<file path="config.mk">
export PLATFORM = sky130hd
export DESIGN_NAME = spi_slave_sync
export DESIGN_NICKNAME = d
export VERILOG_FILES = /design/src/rtl/spi_pkg.sv /design/src/rtl/spi_slave_sync_in_sync.sv /design/src/rtl/spi_slave_sync.sv
export SDC_FILE = /design/constraint.sdc
export NUM_CORES = 1
export LEC_CHECK = 0
export CAP_MARGIN = 10
export CORE_MARGIN = 3
export CORE_UTILIZATION = 23
export CTS_CLUSTER_SIZE = 14
export DETAILED_ROUTE_END_ITERATION = 12
export DONT_BUFFER_PORTS = 1
export GPL_TIMING_DRIVEN = 0
export HOLD_SLACK_MARGIN = 0.05
export PLACE_DENSITY_LB_ADDON = 0.08
export SLEW_MARGIN = 20
export SYNTH_ARGS = -nofsm -noshare
export SYNTH_HDL_FRONTEND = slang
export SYNTH_SLANG_ARGS = --single-unit
</file>
<file path="constraint.sdc">
create_clock -name clk -period 2.18 [get_ports clk]
set_clock_uncertainty 0.15 [all_clocks]
set_input_delay 0.436 -clock clk [delete_from_list [all_inputs] [get_ports clk]]
set_output_delay 0.436 -clock clk [all_outputs]
set_load 0.01 [all_outputs]
</file>
<file path="src/rtl/spi_pkg.sv">
// Shared SPI slave types: mode encoding, default synchroniser depth and
// the sample-edge decision used by the core.
package spi_pkg;

  typedef enum logic [1:0] {
    MODE0 = 2'b00,
    MODE1 = 2'b01,
    MODE2 = 2'b10,
    MODE3 = 2'b11
  } spi_mode_t;

  localparam int SYNC_STAGES_DEF = 2;

  // Leading edge leaves the CPOL idle level; CPHA picks leading or trailing.
  function automatic logic is_sample_edge(input spi_mode_t mode,
                                          input logic rise,
                                          input logic fall);
    logic cpol;
    logic cpha;
    logic leading;
    logic trailing;
    {cpol, cpha} = mode;
    leading  = cpol ? fall : rise;
    trailing = cpol ? rise : fall;
    return cpha ? trailing : leading;
  endfunction

endpackage

</file>
<file path="src/rtl/spi_slave_sync_in_sync.sv">
// Multi-flop synchroniser for one asynchronous SPI pin, followed by a
// history flop that yields single-cycle rise/fall strobes.
module spi_in_sync
  import spi_pkg::*;
#(
  parameter int   STAGES    = SYNC_STAGES_DEF,
  parameter logic RESET_VAL = 1'b0
) (
  input  logic clk,
  input  logic rst_n,
  input  logic din,
  output logic sync,
  output logic rise,
  output logic fall
);

  logic [STAGES-1:0] chain;
  logic              hist;

  always_ff @(posedge clk or negedge rst_n) begin
    if (!rst_n) begin
      chain <= {STAGES{RESET_VAL}};
      hist  <= RESET_VAL;
    end else begin
      chain <= {chain[STAGES-2:0], din};
      hist  <= chain[STAGES-1];
    end
  end

  assign sync = chain[STAGES-1];
  assign rise = sync & ~hist;
  assign fall = ~sync & hist;

endmodule

</file>
<file path="src/rtl/spi_slave_sync.sv">
// System-clocked SPI slave, all four modes, streaming words per CS frame.
// Define SPI_SLAVE_RX_FIFO_EN to buffer received words in an RX FIFO.
module spi_slave_sync
  import spi_pkg::*;
#(
  parameter int DATA_W        = 8,
  parameter int SYNC_STAGES   = SYNC_STAGES_DEF,
  parameter int RX_FIFO_DEPTH = 4
) (
  input  logic              clk,
  input  logic              rst_n,
  input  logic              cpol,
  input  logic              cpha,
  input  logic              sclk,
  input  logic              cs,
  input  logic              mosi,
  output logic              miso,
  output logic              miso_oe,
  input  logic [DATA_W-1:0] tx_data,
  input  logic              tx_valid,
  output logic              tx_ready,
  output logic              tx_underrun,
  output logic [DATA_W-1:0] rx_data,
  output logic              rx_valid,
  input  logic              rx_ready,
  output logic              rx_overrun,
  output logic              busy
);

  localparam int CNT_W = $clog2(DATA_W);
  localparam logic [CNT_W-1:0] LAST_BIT = CNT_W'(DATA_W - 1);

  logic sclk_rise, sclk_fall, cs_rise, cs_fall, mosi_s;
  logic unused_sclk_lvl, unused_cs_lvl, unused_mosi_rise, unused_mosi_fall;

  spi_in_sync #(.STAGES(SYNC_STAGES), .RESET_VAL(1'b0)) u_sync_sclk (
    .clk(clk), .rst_n(rst_n), .din(sclk),
    .sync(unused_sclk_lvl), .rise(sclk_rise), .fall(sclk_fall)
  );

  spi_in_sync #(.STAGES(SYNC_STAGES), .RESET_VAL(1'b1)) u_sync_cs (
    .clk(clk), .rst_n(rst_n), .din(cs),
    .sync(unused_cs_lvl), .rise(cs_rise), .fall(cs_fall)
  );

  spi_in_sync #(.STAGES(SYNC_STAGES), .RESET_VAL(1'b0)) u_sync_mosi (
    .clk(clk), .rst_n(rst_n), .din(mosi),
    .sync(mosi_s), .rise(unused_mosi_rise), .fall(unused_mosi_fall)
  );

  logic              active;
  spi_mode_t         mode_q;
  logic [CNT_W-1:0]  bit_cnt;
  logic [DATA_W-1:0] tx_shift;
  logic [DATA_W-1:0] rx_shift;
  logic [DATA_W-1:0] rx_word;
  logic              sample_ev, shift_ev, word_done, load_ev;

  // With CPHA=0 the only shift edge seen at bit_cnt==0 is the one right after
  // a word's last sample, so one rule covers both phases once CS fall is added.
  always_comb begin
    sample_ev = active && is_sample_edge(mode_q, sclk_rise, sclk_fall);
    shift_ev  = active && (sclk_rise || sclk_fall) && !sample_ev;
    word_done = sample_ev && (bit_cnt == LAST_BIT);
    rx_word   = {rx_shift[DATA_W-2:0], mosi_s};
    load_ev   = (cs_fall && !cpha) || (shift_ev && (bit_cnt == '0));
  end

  always_ff @(posedge clk or negedge rst_n) begin
    if (!rst_n) begin
      active      <= 1'b0;
      mode_q      <= MODE0;
      bit_cnt     <= '0;
      tx_shift    <= '0;
      rx_shift    <= '0;
      tx_ready    <= 1'b0;
      tx_underrun <= 1'b0;
    end else begin
      tx_ready    <= load_ev;
      tx_underrun <= load_ev && !tx_valid;
      if (cs_rise) begin
        active   <= 1'b0;
        bit_cnt  <= '0;
        rx_shift <= '0;
        tx_shift <= '0;
      end else begin
        if (cs_fall) begin
          active <= 1'b1;
          mode_q <= spi_mode_t'({cpol, cpha});
        end
        if (sample_ev) begin
          rx_shift <= rx_word;
          bit_cnt  <= (bit_cnt == LAST_BIT) ? '0 : bit_cnt + CNT_W'(1);
        end
        if (load_ev)
          tx_shift <= tx_valid ? tx_data : '0;
        else if (shift_ev)
          tx_shift <= {tx_shift[DATA_W-2:0], 1'b0};
      end
    end
  end

  assign miso    = active & tx_shift[DATA_W-1];
  assign miso_oe = active;
  assign busy    = active;

`ifdef SPI_SLAVE_RX_FIFO_EN
  localparam int PTR_W = $clog2(RX_FIFO_DEPTH);

  logic [DATA_W-1:0] fifo_mem [RX_FIFO_DEPTH];
  logic [PTR_W:0]    wr_ptr, rd_ptr;
  logic              fifo_empty, fifo_full, pop, push;

  always_comb begin
    fifo_empty = (wr_ptr == rd_ptr);
    fifo_full  = (wr_ptr[PTR_W] != rd_ptr[PTR_W]) &&
                 (wr_ptr[PTR_W-1:0] == rd_ptr[PTR_W-1:0]);
    pop        = !fifo_empty && rx_ready;
    push       = word_done && (!fifo_full || pop);
  end

  always_ff @(posedge clk or negedge rst_n) begin
    if (!rst_n) begin
      wr_ptr     <= '0;
      rd_ptr     <= '0;
      rx_overrun <= 1'b0;
    end else begin
      rx_overrun <= word_done && !push;
      if (push) wr_ptr <= wr_ptr + 1'b1;
      if (pop)  rd_ptr <= rd_ptr + 1'b1;
    end
  end

  always_ff @(posedge clk) begin
    if (push) fifo_mem[wr_ptr[PTR_W-1:0]] <= rx_word;
  end

  assign rx_valid = !fifo_empty;
  assign rx_data  = fifo_empty ? '0 : fifo_mem[rd_ptr[PTR_W-1:0]];
`else
  localparam int unused_fifo_depth = RX_FIFO_DEPTH;

  logic              rx_valid_q;
  logic [DATA_W-1:0] rx_data_q;

  // A pop in the same cycle as completion frees the register for the new word.
  always_ff @(posedge clk or negedge rst_n) begin
    if (!rst_n) begin
      rx_valid_q <= 1'b0;
      rx_data_q  <= '0;
      rx_overrun <= 1'b0;
    end else begin
      rx_overrun <= 1'b0;
      if (word_done) begin
        if (!rx_valid_q || rx_ready) begin
          rx_data_q  <= rx_word;
          rx_valid_q <= 1'b1;
        end else begin
          rx_overrun <= 1'b1;
        end
      end else if (rx_valid_q && rx_ready) begin
        rx_valid_q <= 1'b0;
      end
    end
  end

  assign rx_valid = rx_valid_q;
  assign rx_data  = rx_data_q;
`endif

endmodule

</file>
==> flow_summary.ini, run 1 <==
[global_routing]
track_usage = 0.0906
antenna_found_initial = 0
grt-ovfl-total = 0
grt_pass1_wl_mm = 6.10
grt_max_degree = 42
first_global_vias = 1141

[final_layout]
n_fill_cell = 773
seq_area_mm2 = 0.00103
multi_input_area_um2 = 748
syn_to_final_growth_pct = 22.7
nets = 180
diodes = 0
final_util = 0.296
drive_gt1_frac = 0.244

[drt]
first_pass_iters = 4
drc = 0
ant_nets = 0
wl_per_cell_um = 14.2
routed_wl_mm = 3.62
num_vias = 1084
via_per_inst = 4.25
initialDrtViolationCount = 24

[floorplanning]
rows = 31
core_mm2 = 0.00737
dieArea_mm2 = 0.00883
fp.dieW_um = 94.0
start_util = 0.241
die_y_um = 94.0
num_io_pins = 32

[critical_path]
critical_path_class = reg2reg
r2r_slack_ns = 0.11
path_max_fanout = 8
r2r-start = u_sync_sclk.hist$_DFF_PN0_
crit_arrival_ns = 2.15
r2r_cells = 7
cp-start-kind = register
r2r_end = tx_shift[6]$_DFFE_PN0P_
critPathCaptureType = register
crit_required_ns = 2.26

[hold_path]
worstHoldPathCells = 1
hold_class = in2reg
min_to = tx_shift[7]$_DFFE_PN0P_
hp-start = tx_data[7]

[timing]
setup-tns-final_ns = 0
relSlewSlack = 0.682
hold_viol_final = 0
whs_ns = 0.111
setup_violations = 0
final_max_slew_viol_count = 0
final_min_period_over_clock_period = 0.948
tightestPinTransition_ns = 0.478
max_freq_mhz = 484
rsz0062_at_grt = no
period_needed_ns = 2.07

[cts]
clk_path_buf_depth = 2
cts_tree = done
cts-root-buf = clkbuf_8
clock_insertion_delay_worst_skew_ns = 0.30
cts_max_level = 2
cts.reportedPaths.clkPinSlew_ns = 0.08
clock-sinks = 41
cts-buffers-inserted = 5

[yosys]
synthFlopType = dfrtp_1
synth_seq_area_share = 0.579
yosys.cell_count.top_type = dfrtp_1
synth.area.top_cells = dfrtp_1 (53%), mux2_2 (7.0%), mux2i_1 (6.8%)
syn-instance-count = 139
ys_ff_latch = 41
synth_nets = 164
synthArstFlopShare = 1.00
yosys.area.top_type = dfrtp_1
ys_types = 28
synth_commonest_cells = dfrtp_1 (38), nor2_1 (13), mux2i_1 (12)
syn_area_per_cell_um2 = 12.8
synth_edf_count = 0
netlist_area_mm2 = 0.00178
ys_warn_count = 0
synth_top_area_frac = 0.534

[place]
io_buffers = 0
gp_congestion = 0.720
dp.final_hpwl_mm = 2.45

[outcome]
outcome = finished clean

[pwr]
vdd_ir_drop_max_mv = 0.274
p_per_area_mw_per_mm2 = 933
cellLeakagePower_nw = 0.995
fin_total_pwr_mw = 2.04

[run]
cap_viol_max_count = 0
## kinds of logic (layout without fill, tap and decap cells)
kind of cell / after synthesis / count (layout) / synth area share
AO/OA/AOI/OAI: 22 / 22 / 0.0963
XOR/XNOR: 1 / 1 / 0.00914
adder cells (fa/ha/maj): 8 / 8 / 0.0563
buffers and inverters: 14 / 31 / 0.0331
flip-flops: 41 / 41 / 0.579
multiplexers: 24 / 24 / 0.145
AND/OR/NAND/NOR: 29 / 29 / 0.0816
## registers in the layout, summed over array words and instances, names as in the netlist
name	flops
u_sync_sclk.chain	2
u_sync_mosi.chain	2
u_sync_sclk.hist	1
tx_ready	1
tx_shift	8
u_sync_cs.chain	2
rx_valid	1
mode_q	2
rx_shift	7
rx_data	8
bit_cnt	3
busy	1
tx_underrun	1
u_sync_cs.hist	1
rx_overrun	1
## how the worst max path moves through the flow
stage	from	cells past startpoint	slack [ns]	endpoint
floorplan	u_sync_sclk.hist$_DFF_PN0_	6	0.18	tx_shift[6]$_DFFE_PN0P_
global placement	u_sync_sclk.chain[1]$_DFF_PN0_	5	-0.09	tx_shift[6]$_DFFE_PN0P_
detailed placement	u_sync_sclk.hist$_DFF_PN0_	6	-0.16	tx_shift[6]$_DFFE_PN0P_
CTS	mode_q[1]$_DFFE_PN0P_	5	0.03	rx_data[6]$_DFFE_PN0P_
global route	u_sync_sclk.hist$_DFF_PN0_	7	0.03	tx_shift[6]$_DFFE_PN0P_
finish	u_sync_sclk.hist$_DFF_PN0_	7	0.11	tx_shift[6]$_DFFE_PN0P_
## worst max-delay path, stage by stage, from the launching register on
cell     delay [ns]
dfrtp_1        0.39
inv_1          0.06
ha_2           0.30
nor3b_4        0.27
mux2i_4        0.13
o41ai_4        0.37
buf_6          0.17
a221o_1        0.16
## layout make-up
class                      instances  area share
sequential                        41       0.472
multi-input combinational         84       0.343
tap                               99      0.0567
timing repair buffer               9      0.0464
clock buffer                       6      0.0378
clock inverter                     2      0.0172
buffer                             6      0.0138
inverter                           8      0.0138
## placed cells by master, fill, tap and decap left out
cell type,count
a21oi_1,7
a31oi_1,5
buf_4,4
nor2_1,13
buf_1,1
mux2_2,11
clkinvlp_4,1
mux2i_4,2
dlygate4sd3_1,4
clkbuf_8,6
o41ai_4,1
o2bb2ai_1,6
dfrtp_1,38
a221o_1,1
buf_16,1
and2_1,2
and4_1,1
ha_1,7
buf_6,1
nor3b_1,1
mux2i_1,11
ha_2,1
nor2b_1,1
buf_2,2
and3_1,1
clkbuf_1,1
nand2_1,4
nand2b_1,3
dfstp_2,3
or3_1,1
nor3b_4,2
o21ai_0,1
bufinv_16,1
xnor2_4,1
a32o_1,1
inv_1,8
clkbuf_2,1
## report_power, final
group | switching (mW) | leakage [nW] | internal [mW]
registers | 0.0765 | 0.527 | 0.870
clock network | 0.274 | 0.0574 | 0.373
logic | 0.233 | 0.410 | 0.210
total | 0.584 | 0.995 | 1.45
## through the flow
step	cell area (µm²)	std cells	setup WS (ns)
final	2180	255	0.114
after global routing	2180	255	0.0337
after CTS	2140	253	0.0315
after detailed placement	1900	238	-0.162
after global placement	1900	238	-0.0885
after floorplan	1780	139	0.176
## timing repair
item | in CTS | in global routing
resized for setup | 5 | 7
hold buffers | 5 | 0
pin swaps | 1 | 2
endpoints found under the hold margin | 44 | 0
buffers inserted | 2 | 2
endpoints found under the setup margin | 16 | 12
cloned | 0 | 0
## metal layers
| metal | share of wire | GRT usage | vias up |
|---|---|---|---|
| li1 | - | - | 515 |
| met3 | 0.067 | 0.0345 | 7 |
| met1 | 0.43 | 0.113 | 535 |
| met2 | 0.49 | 0.139 | 27 |
| met4 | 0.018 | 0.0397 | 0 |
| met5 | 0 | 0 | - |
Power figures use the tool's default switching activity.
==> run 2, diff against run 1 <==
--- a/config.mk
+++ b/config.mk
@@ -7,7 +7,7 @@
 export LEC_CHECK = 0
 export CAP_MARGIN = 10
 export CORE_MARGIN = 3
-export CORE_UTILIZATION = 23
+export CORE_UTILIZATION = 54
 export CTS_CLUSTER_SIZE = 14
 export DETAILED_ROUTE_END_ITERATION = 12
 export DONT_BUFFER_PORTS = 1
==> run 2 against run 1 <==
Cell area fell by 7.7%. Critical endpoint is now rx_data[1]$_DFFE_PN0P_. Final cell count fell by 22%. Via count rose by 0.28%. Worst hold slack got worse by 0.038 ns. Utilization rose by 35 points. Largest power group unchanged.
==> flow_summary.ini, run 2 (synthesized netlist as in run 1, its figures left out) <==
[outcome]
outcome = finished clean

[cts]
cts.reportedPaths.clkPinSlew_ns = 0.10
cts_max_level = 2
cts_tree = done
clock_insertion_delay_worst_skew_ns = 0.33
cts-buffers-inserted = 5
clock-sinks = 41
cts-root-buf = clkbuf_4
clk_path_buf_depth = 2

[final_layout]
final_util = 0.649
diodes = 0
syn_to_final_growth_pct = 13.2
drive_gt1_frac = 0.224
mostFrequentLayoutCells = dfrtp_1 (38), nor2_1 (13), mux2_2 (11), mux2i_1 (11), inv_1 (8)
fin_area_mm2 = 0.00201
nets = 180
stdcell_count = 200
layout_commonest_cell = dfrtp_1

[drt]
via_per_inst = 5.44
wl_per_cell_um = 14.6
num_vias = 1087
ant_nets = 0
first_pass_iters = 4
initialDrtViolationCount = 34
routed_wl_mm = 2.91
drc = 0

[critical_path]
cp-start-kind = register
crit_arrival_ns = 2.12
critPathCaptureType = register
crit_required_ns = 2.25
path_max_fanout = 8
critical_path_class = reg2reg

[global_routing]
met2_usage = 0.265
grt-ovfl-total = 0
grt_pass1_wl_mm = 5.35
grt_max_degree = 42
track_usage = 0.169
first_global_vias = 1161
top_usage_layer = met2
antenna_found_initial = 0
grt_use_met3 = 0.0606
use_met1 = 0.218

[floorplanning]
dieArea_mm2 = 0.00402
core_mm2 = 0.00310
die_y_um = 63.4
start_util = 0.573
num_io_pins = 32
fp.dieW_um = 63.4
rows = 20

[timing]
setup_violations = 0
tightestPinTransition_ns = 0.449
period_needed_ns = 2.05
max_freq_mhz = 487
final_max_slew_viol_count = 0
final_min_period_over_clock_period = 0.941
whs_ns = 0.0729
rsz0062_at_grt = yes
setup-tns-final_ns = 0
hold_viol_final = 0
relSlewSlack = 0.700

[hold_path]
hold_class = in2reg

[pwr]
vdd_ir_drop_max_mv = 0.498
p_per_area_mw_per_mm2 = 844
cellLeakagePower_nw = 0.956

[place]
post-place-cells = 183
dpl_cell_area_mm2 = 0.00183
dp.final_hpwl_mm = 1.99
io_buffers = 0
gp_congestion = 0.753

[run]
cap_viol_max_count = 0
==> run 2: report_power, final <==
group | internal (mW) | switching (mW)
combinational | 0.193 | 0.219
sequential | 0.870 | 0.0737
clock | 0.126 | 0.218
total | 1.19 | 0.511
==> run 2: worst paths after layout <==
kind,slack (ns),cells past startpoint,endpoint,startpoint
max reg2reg,0.13,5,rx_data[1]$_DFFE_PN0P_,mode_q[1]$_DFFE_PN0P_
min reg2reg,0.22,0,u_sync_sclk.chain[1]$_DFF_PN0_,u_sync_sclk.chain[0]$_DFF_PN0_
min in group asynchronous,0.39,2,rx_data[6]$_DFFE_PN0P_,rst_n
min,0.07,1,tx_shift[5]$_DFFE_PN0P_,tx_data[5]
max in group asynchronous,1.22,2,u_sync_cs.hist$_DFF_PN1_,rst_n
max,0.13,5,rx_data[1]$_DFFE_PN0P_,mode_q[1]$_DFFE_PN0P_
==> run 2: layer usage <==
layer | wire length [µm] | up-vias
met1 | 1340 | 539
met4 | 29 | 0
li1 | - | 515
met3 | 194 | 4
met2 | 1340 | 29
met5 | 0 | -
==> run 2: layout make-up <==
type,instances,area (µm²)
fill,269,1090
sequential,41,1030
multi-input combinational,84,728
timing repair buffer,9,90.1
tap,44,55.1
clock buffer,7,45.0
buffer,6,31.3
inverter,8,30.0
clock inverter,1,5.00
==> run 2: stage by stage <==
stage	worst slack (ns)	total power, mW
finish	0.129	1.70
global route	-0.0165	1.83
CTS	0.0432	1.69
detailed placement	-0.0626	1.31
global placement	-0.0377	1.28
floorplan	0.176	1.23
==> run 2: what timing repair did <==
| action | in CTS | in global routing |
|---|---|---|
| resized for setup | 3 | 5 |
| endpoints found under the setup margin | 8 | 16 |
| setup buffers | 2 | 2 |
| endpoints found under the hold margin | 44 | 0 |
| hold buffers | 5 | 0 |
| pin swaps | 1 | 2 |
==> run 2: critical path, stage by stage (launching register included) <==
cell and delay, ns:
dfrtp_1 0.42, xnor2_2 0.33, mux2i_2 0.33, and3_1 0.19, clkbuf_4 0.19, mux2_2 0.34
==> run 3, diff against run 2 <==
--- a/config.mk
+++ b/config.mk
@@ -6,6 +6,7 @@
 export NUM_CORES = 1
 export LEC_CHECK = 0
 export CAP_MARGIN = 10
+export CORE_ASPECT_RATIO = 0.9
 export CORE_MARGIN = 3
 export CORE_UTILIZATION = 54
 export CTS_CLUSTER_SIZE = 14
==> run 3 against run 2 <==
Die area hardly changed. First-iteration DRC count increased by 65%. Global-route usage increased by 0.18 points. Clock power is 110% higher. Cell area up 3.7%. Critical endpoint is now tx_shift[1]$_DFFE_PN0P_. Largest cell class unchanged. Largest power group unchanged.
==> flow_summary.ini, run 3 (synthesized netlist as in run 1, its figures left out) <==
[critical_path]
critPathCaptureType = register
path_max_fanout = 7
critical_path_class = reg2reg
r2r_end = tx_shift[1]$_DFFE_PN0P_
r2r_slack_ns = 0.12
crit_required_ns = 2.25
r2r-start = u_sync_sclk.hist$_DFF_PN0_
crit_arrival_ns = 2.12
cp-start-kind = register
r2r_cells = 7

[run]
cap_viol_max_count = 0

[timing]
whs_ns = 0.115
rsz0062_at_grt = no
tightestPinTransition_ns = 0.463
hold_viol_final = 0
setup-tns-final_ns = 0
period_needed_ns = 2.06
relSlewSlack = 0.691
fin_ws_ns = 0.124
setup_violations = 0
final_max_slew_viol_count = 0
max_freq_mhz = 486
final_min_period_over_clock_period = 0.943

[pwr]
cellLeakagePower_nw = 0.988
fin_total_pwr_mw = 2.07
p_per_area_mw_per_mm2 = 989
vdd_ir_drop_max_mv = 0.689

[drt]
num_vias = 1093
wl_per_cell_um = 15.3
first_pass_iters = 4
via_per_inst = 5.58
drc = 0
routed_wl_mm = 3.00
ant_nets = 0
initialDrtViolationCount = 56

[final_layout]
layout_commonest_cell = dfrtp_1
final_util = 0.671
nets = 178
fin_area_mm2 = 0.00209
mostFrequentLayoutCells = dfrtp_1 (38), nor2_1 (13), mux2_2 (11), mux2i_1 (11), inv_1 (8)
n_fill_cell = 251
stdcell_count = 196
diodes = 0
syn_to_final_growth_pct = 17.4
drive_gt1_frac = 0.227

[hold_path]
min_to = tx_shift[5]$_DFFE_PN0P_
hp-start = tx_data[5]
worstHoldPathCells = 1
hold_class = in2reg

[place]
post-place-cells = 181
gp_congestion = 0.709
io_buffers = 0
dpl_worst_slack_ns = -0.0550
dp.final_hpwl_mm = 2.03
dpl_cell_area_mm2 = 0.00183

[cts]
clock_insertion_delay_worst_skew_ns = 0.29
cts.reportedPaths.clkPinSlew_ns = 0.08
cts_tree = done
cts-root-buf = clkbuf_8
cts-buffers-inserted = 5
clk_path_buf_depth = 2
cts_max_level = 2
clock-sinks = 41

[floorplanning]
rows = 19
dieArea_mm2 = 0.00402
num_io_pins = 32
die_y_um = 60.5
start_util = 0.571
core_mm2 = 0.00311
fp.dieW_um = 66.5

[outcome]
outcome = finished clean

[global_routing]
grt_max_degree = 42
grt-ovfl-total = 0
antenna_found_initial = 0
grt_pass1_wl_mm = 5.09
track_usage = 0.171
first_global_vias = 1064
==> run 3: power breakdown <==
group | internal, mW | switching, mW
Sequential | 0.871 | 0.0777
Combinational | 0.189 | 0.216
Clock | 0.455 | 0.257
==> run 3: repair_timing <==
item,4_1_cts,5_1_grt
buffers inserted,1,1
hold buffers,5,0
endpoints found under the setup margin,8,15
cloned,0,0
resized for setup,3,5
hold endpoints to repair,44,0
pin swaps,1,1
==> run 3: how the worst max path moves through the flow <==
stage,start,endpoint,slack [ns],depth (start not counted)
2_1_floorplan,u_sync_sclk.hist$_DFF_PN0_,tx_shift[6]$_DFFE_PN0P_,0.18,6
3_3_place_gp,u_sync_sclk.chain[1]$_DFF_PN0_,tx_shift[6]$_DFFE_PN0P_,-0.02,5
3_5_place_dp,u_sync_sclk.chain[1]$_DFF_PN0_,tx_shift[6]$_DFFE_PN0P_,-0.06,5
4_1_cts,u_sync_sclk.hist$_DFF_PN0_,tx_shift[1]$_DFFE_PN0P_,0.06,7
5_1_grt,u_sync_cs.chain[1]$_DFF_PN1_,tx_shift[3]$_DFFE_PN0P_,0.007,7
6_report,u_sync_sclk.hist$_DFF_PN0_,tx_shift[1]$_DFFE_PN0P_,0.12,7
==> run 3: worst max-delay path, cell delays in order (launching register included) <==
cell and delay [ns]:
dfrtp_1 0.40, inv_1 0.08, ha_2 0.30, nor3b_4 0.25, mux2i_4 0.11, o41ai_4 0.37, buf_4 0.21, o2bb2ai_1 0.11
==> run 3: cell type report <==
cell class | instances | area [µm²] | share of cell area
Sequential cell | 41 | 1030 | 0.493
Multi-Input combinational cell | 84 | 739 | 0.354
Timing Repair Buffer | 7 | 75.1 | 0.0359
Clock buffer | 5 | 68.8 | 0.0329
Clock inverter | 3 | 65.1 | 0.0311
Tap cell | 42 | 52.6 | 0.0251
Inverter | 8 | 30.0 | 0.0144
Buffer | 6 | 28.8 | 0.0138
==> run 3: routing by layer <==
metal,vias up,share of wire,track usage,routed length (µm)
met5,-,0,0,0
met4,0,0.0093,0.0696,28
met3,3,0.066,0.0593,197
met2,29,0.48,0.262,1450
met1,547,0.44,0.224,1320
li1,514,-,-,-
==> RTL edit: new RTL, config.mk and constraints of run 3 <==
`RESET_VAL` is set to 1'b0 in 3 places; all go to 1'b1.
--- a/src/rtl/spi_slave_sync_in_sync.sv
+++ b/src/rtl/spi_slave_sync_in_sync.sv
@@ -4,7 +4,7 @@
   import spi_pkg::*;
 #(
   parameter int   STAGES    = SYNC_STAGES_DEF,
-  parameter logic RESET_VAL = 1'b0
+  parameter logic RESET_VAL = 1'b1
 ) (
   input  logic clk,
   input  logic rst_n,
--- a/src/rtl/spi_slave_sync.sv
+++ b/src/rtl/spi_slave_sync.sv
@@ -33,7 +33,7 @@
   logic sclk_rise, sclk_fall, cs_rise, cs_fall, mosi_s;
   logic unused_sclk_lvl, unused_cs_lvl, unused_mosi_rise, unused_mosi_fall;
 
-  spi_in_sync #(.STAGES(SYNC_STAGES), .RESET_VAL(1'b0)) u_sync_sclk (
+  spi_in_sync #(.STAGES(SYNC_STAGES), .RESET_VAL(1'b1)) u_sync_sclk (
     .clk(clk), .rst_n(rst_n), .din(sclk),
     .sync(unused_sclk_lvl), .rise(sclk_rise), .fall(sclk_fall)
   );
@@ -43,7 +43,7 @@
     .sync(unused_cs_lvl), .rise(cs_rise), .fall(cs_fall)
   );
 
-  spi_in_sync #(.STAGES(SYNC_STAGES), .RESET_VAL(1'b0)) u_sync_mosi (
+  spi_in_sync #(.STAGES(SYNC_STAGES), .RESET_VAL(1'b1)) u_sync_mosi (
     .clk(clk), .rst_n(rst_n), .din(mosi),
     .sync(mosi_s), .rise(unused_mosi_rise), .fall(unused_mosi_fall)
   );
Behaviour: no difference found for any inputs over 10 cycles, from zero or initial values and one cycle with rst_n low; that may be too few to reach the edited logic, so the function may still have changed.
==> RTL edit against run 3 <==
Non-clock buffer count grew 1; fmax down 2.7%; cell area up 1.7%; sequential cell count is the same; wire length increased by 2.0%; cell count up 0.51%; critical path depth stayed put; via count is 2.7% higher; total power down 3.1%; clock power fell by 13%; synthesized area rose by 0.35%; setup slack worse by 0.058 ns.
==> RTL edit: results (changes against run 3) <==
• **H-tree depth** 2, unchanged
• **Gate power share** 0.214, +0.018
• **share of the yosys chip area belonging to registers** 0.580, +0.00148
• **aggregate global-route resource usage** 0.171, +0.000331
• **worst-case reg-to-reg path depth** 7, unchanged
• **Synth cell types** 28, unchanged
• **number of buffers created by CTS** 5, unchanged
• **clock latency on the worst-skew pair** 0.28 ns
• **CTS Root Cell** sky130_fd_sc_hd__clkbuf_8
• **HPWL Detailed** 2100 µm, +3.5%
• **top post-synthesis cells by count** sky130_fd_sc_hd__dfrtp_1, sky130_fd_sc_hd__nor2_1, sky130_fd_sc_hd__mux2i_1, sky130_fd_sc_hd__mux2_2
• **Synth Net Count** 164, unchanged
• **outcome** finished clean
• **startpoint of the most critical hold path** tx_data[1]
• **total inserted antenna cells** 0, unchanged
• **Final #Nets** 179, +0.56%
• **part of the power in registers** 0.477, +0.018
• **share of synthesized registers carrying an async set or reset** 1.00, unchanged
• **number of fill cells** 241, -4.0%
• **switching power summed over all nets** 0.000549 W, -0.43%
• **first-pass GRT wire length** 5180 µm, +1.9%
• **detail-routed net length per standard cell** 15.5 µm, +1.5%
• **Reg-to-Reg End** tx_shift[3]$_DFFE_PN0P_
• **path category of the worst min-delay check** input pin to flop
• **worst r2r src** u_sync_sclk.hist$_DFF_PN1_
• **number of iterations in the first detailed-routing pass** 4, unchanged
• **net switching share of the total power** 0.274, +0.00723
• **largest net degree at the start of global routing** 42, unchanged
• **cell count of the worst hold path** 1, unchanged
• **vias** 1123, +2.7%
• **arrival time at the worst endpoint** 2.18 ns, +0.06 ns
• **count of yosys warnings during synthesis** 0, unchanged
• **highest fanout seen on the critical path** 7, unchanged
• **leading cell types by total area after synthesis** sky130_fd_sc_hd__dfrtp_1, sky130_fd_sc_hd__dfstp_2, sky130_fd_sc_hd__mux2_2
• **Post-synth top flop** sky130_fd_sc_hd__dfrtp_1
• **number of global-route vias before repair** 1183, +11%
• **Max clock buf depth** 2, unchanged
• **fraction of layout cells with a size suffix above 1** 0.284, +0.0566
• **GP Congestion** 0.726, +2.5%
• **clock-pin slew of the registers on the worst-case setup and hold paths** 0.07 ns
• **worst slew margin relative to its limit** 0.708, +0.0170
• **number of buffer cells added on primary ports** 0, unchanged
• **Static Leakage** 0.982 nW, -0.51%
• **worst-case hold path end point** tx_shift[1]$_DFFE_PN0P_
• **initial antenna violation count** 0, unchanged
• **number of design-rule violations left by the first detailed-router iteration** 37, -34%
• **maximum vdd ir drop** 900 µV, +31%
• **R2R setup slack** 0.07 ns, -0.06 ns
-- RTL edit: worst max path at each step --
stage	startpoint	to
after detailed placement	u_sync_sclk.hist$_DFF_PN1_	tx_shift[6]$_DFFE_PN0P_
after floorplan	u_sync_sclk.hist$_DFF_PN1_	tx_shift[6]$_DFFE_PN0P_
after global placement	u_sync_sclk.hist$_DFF_PN1_	tx_shift[6]$_DFFE_PN0P_
after global routing	u_sync_sclk.chain[1]$_DFF_PN1_	tx_shift[2]$_DFFE_PN0P_
after CTS	u_sync_sclk.hist$_DFF_PN1_	tx_shift[4]$_DFFE_PN0P_
final	u_sync_sclk.hist$_DFF_PN1_	tx_shift[3]$_DFFE_PN0P_
-- RTL edit: final cells by class --
type	instances	area share
multi-input cells	84	0.365
clock buffers	7	0.0406
clock inverters	1	0.0141
well taps	42	0.0247
flip-flops and latches	41	0.488
plain buffers	6	0.0135
repair buffers	8	0.0406
inverters	8	0.0141
-- RTL edit: worst max-delay path, stage by stage, from the launching register on --
cell,delay (ns)
sky130_fd_sc_hd__dfstp_2,0.57
sky130_fd_sc_hd__inv_2,0.05
sky130_fd_sc_hd__ha_4,0.23
sky130_fd_sc_hd__nor3b_4,0.24
sky130_fd_sc_hd__mux2i_4,0.11
sky130_fd_sc_hd__o41ai_4,0.40
sky130_fd_sc_hd__buf_6,0.18
sky130_fd_sc_hd__o2bb2ai_1,0.11
-- RTL edit: metrics by stage --
| stage | TNS (ns) | worst slack, ns | instances | cell area, µm² | hold slack, ns |
|---|---|---|---|---|---|
| global route | -0.0498 | -0.0159 | 197 | 2120 | 0.103 |
| CTS | 0 | 0.00554 | 196 | 2050 | 0.120 |
| floorplan | 0 | 0.00739 | 139 | 1800 | -0.00959 |
| global placement | -0.999 | -0.170 | 181 | 1850 | -0.00863 |
| detailed placement | -1.24 | -0.203 | 181 | 1850 | -0.00869 |
| finish | 0 | 0.0668 | 197 | 2120 | 0.115 |
-- RTL edit: repair_timing --
item,4_1_cts,5_1_grt
resized for setup,1,11
hold buffers,5,0
endpoints found under the hold margin,44,0
pin swaps,2,4
setup buffers,2,1
endpoints found under the setup margin,8,15
-- RTL edit: logic make-up (layout without fill, tap and decap cells) --
kind of cell / Yosys count / in the layout / synth area share
flip-flops: 41 / 41 / 0.580
AND/OR/NAND/NOR: 29 / 29 / 0.0813
multiplexers: 24 / 24 / 0.144
adder cells (fa/ha/maj): 8 / 8 / 0.0561
buffers and inverters: 14 / 30 / 0.0329
AO/OA/AOI/OAI: 22 / 22 / 0.0960
XOR/XNOR: 1 / 1 / 0.00911
-- RTL edit: routing by layer --
metal  share of wire  wire length [µm]  track usage
met3           0.073               223       0.0556
met2            0.46              1420        0.277
met1            0.45              1380        0.218
met5               0                 0            0
met4           0.011                34       0.0609
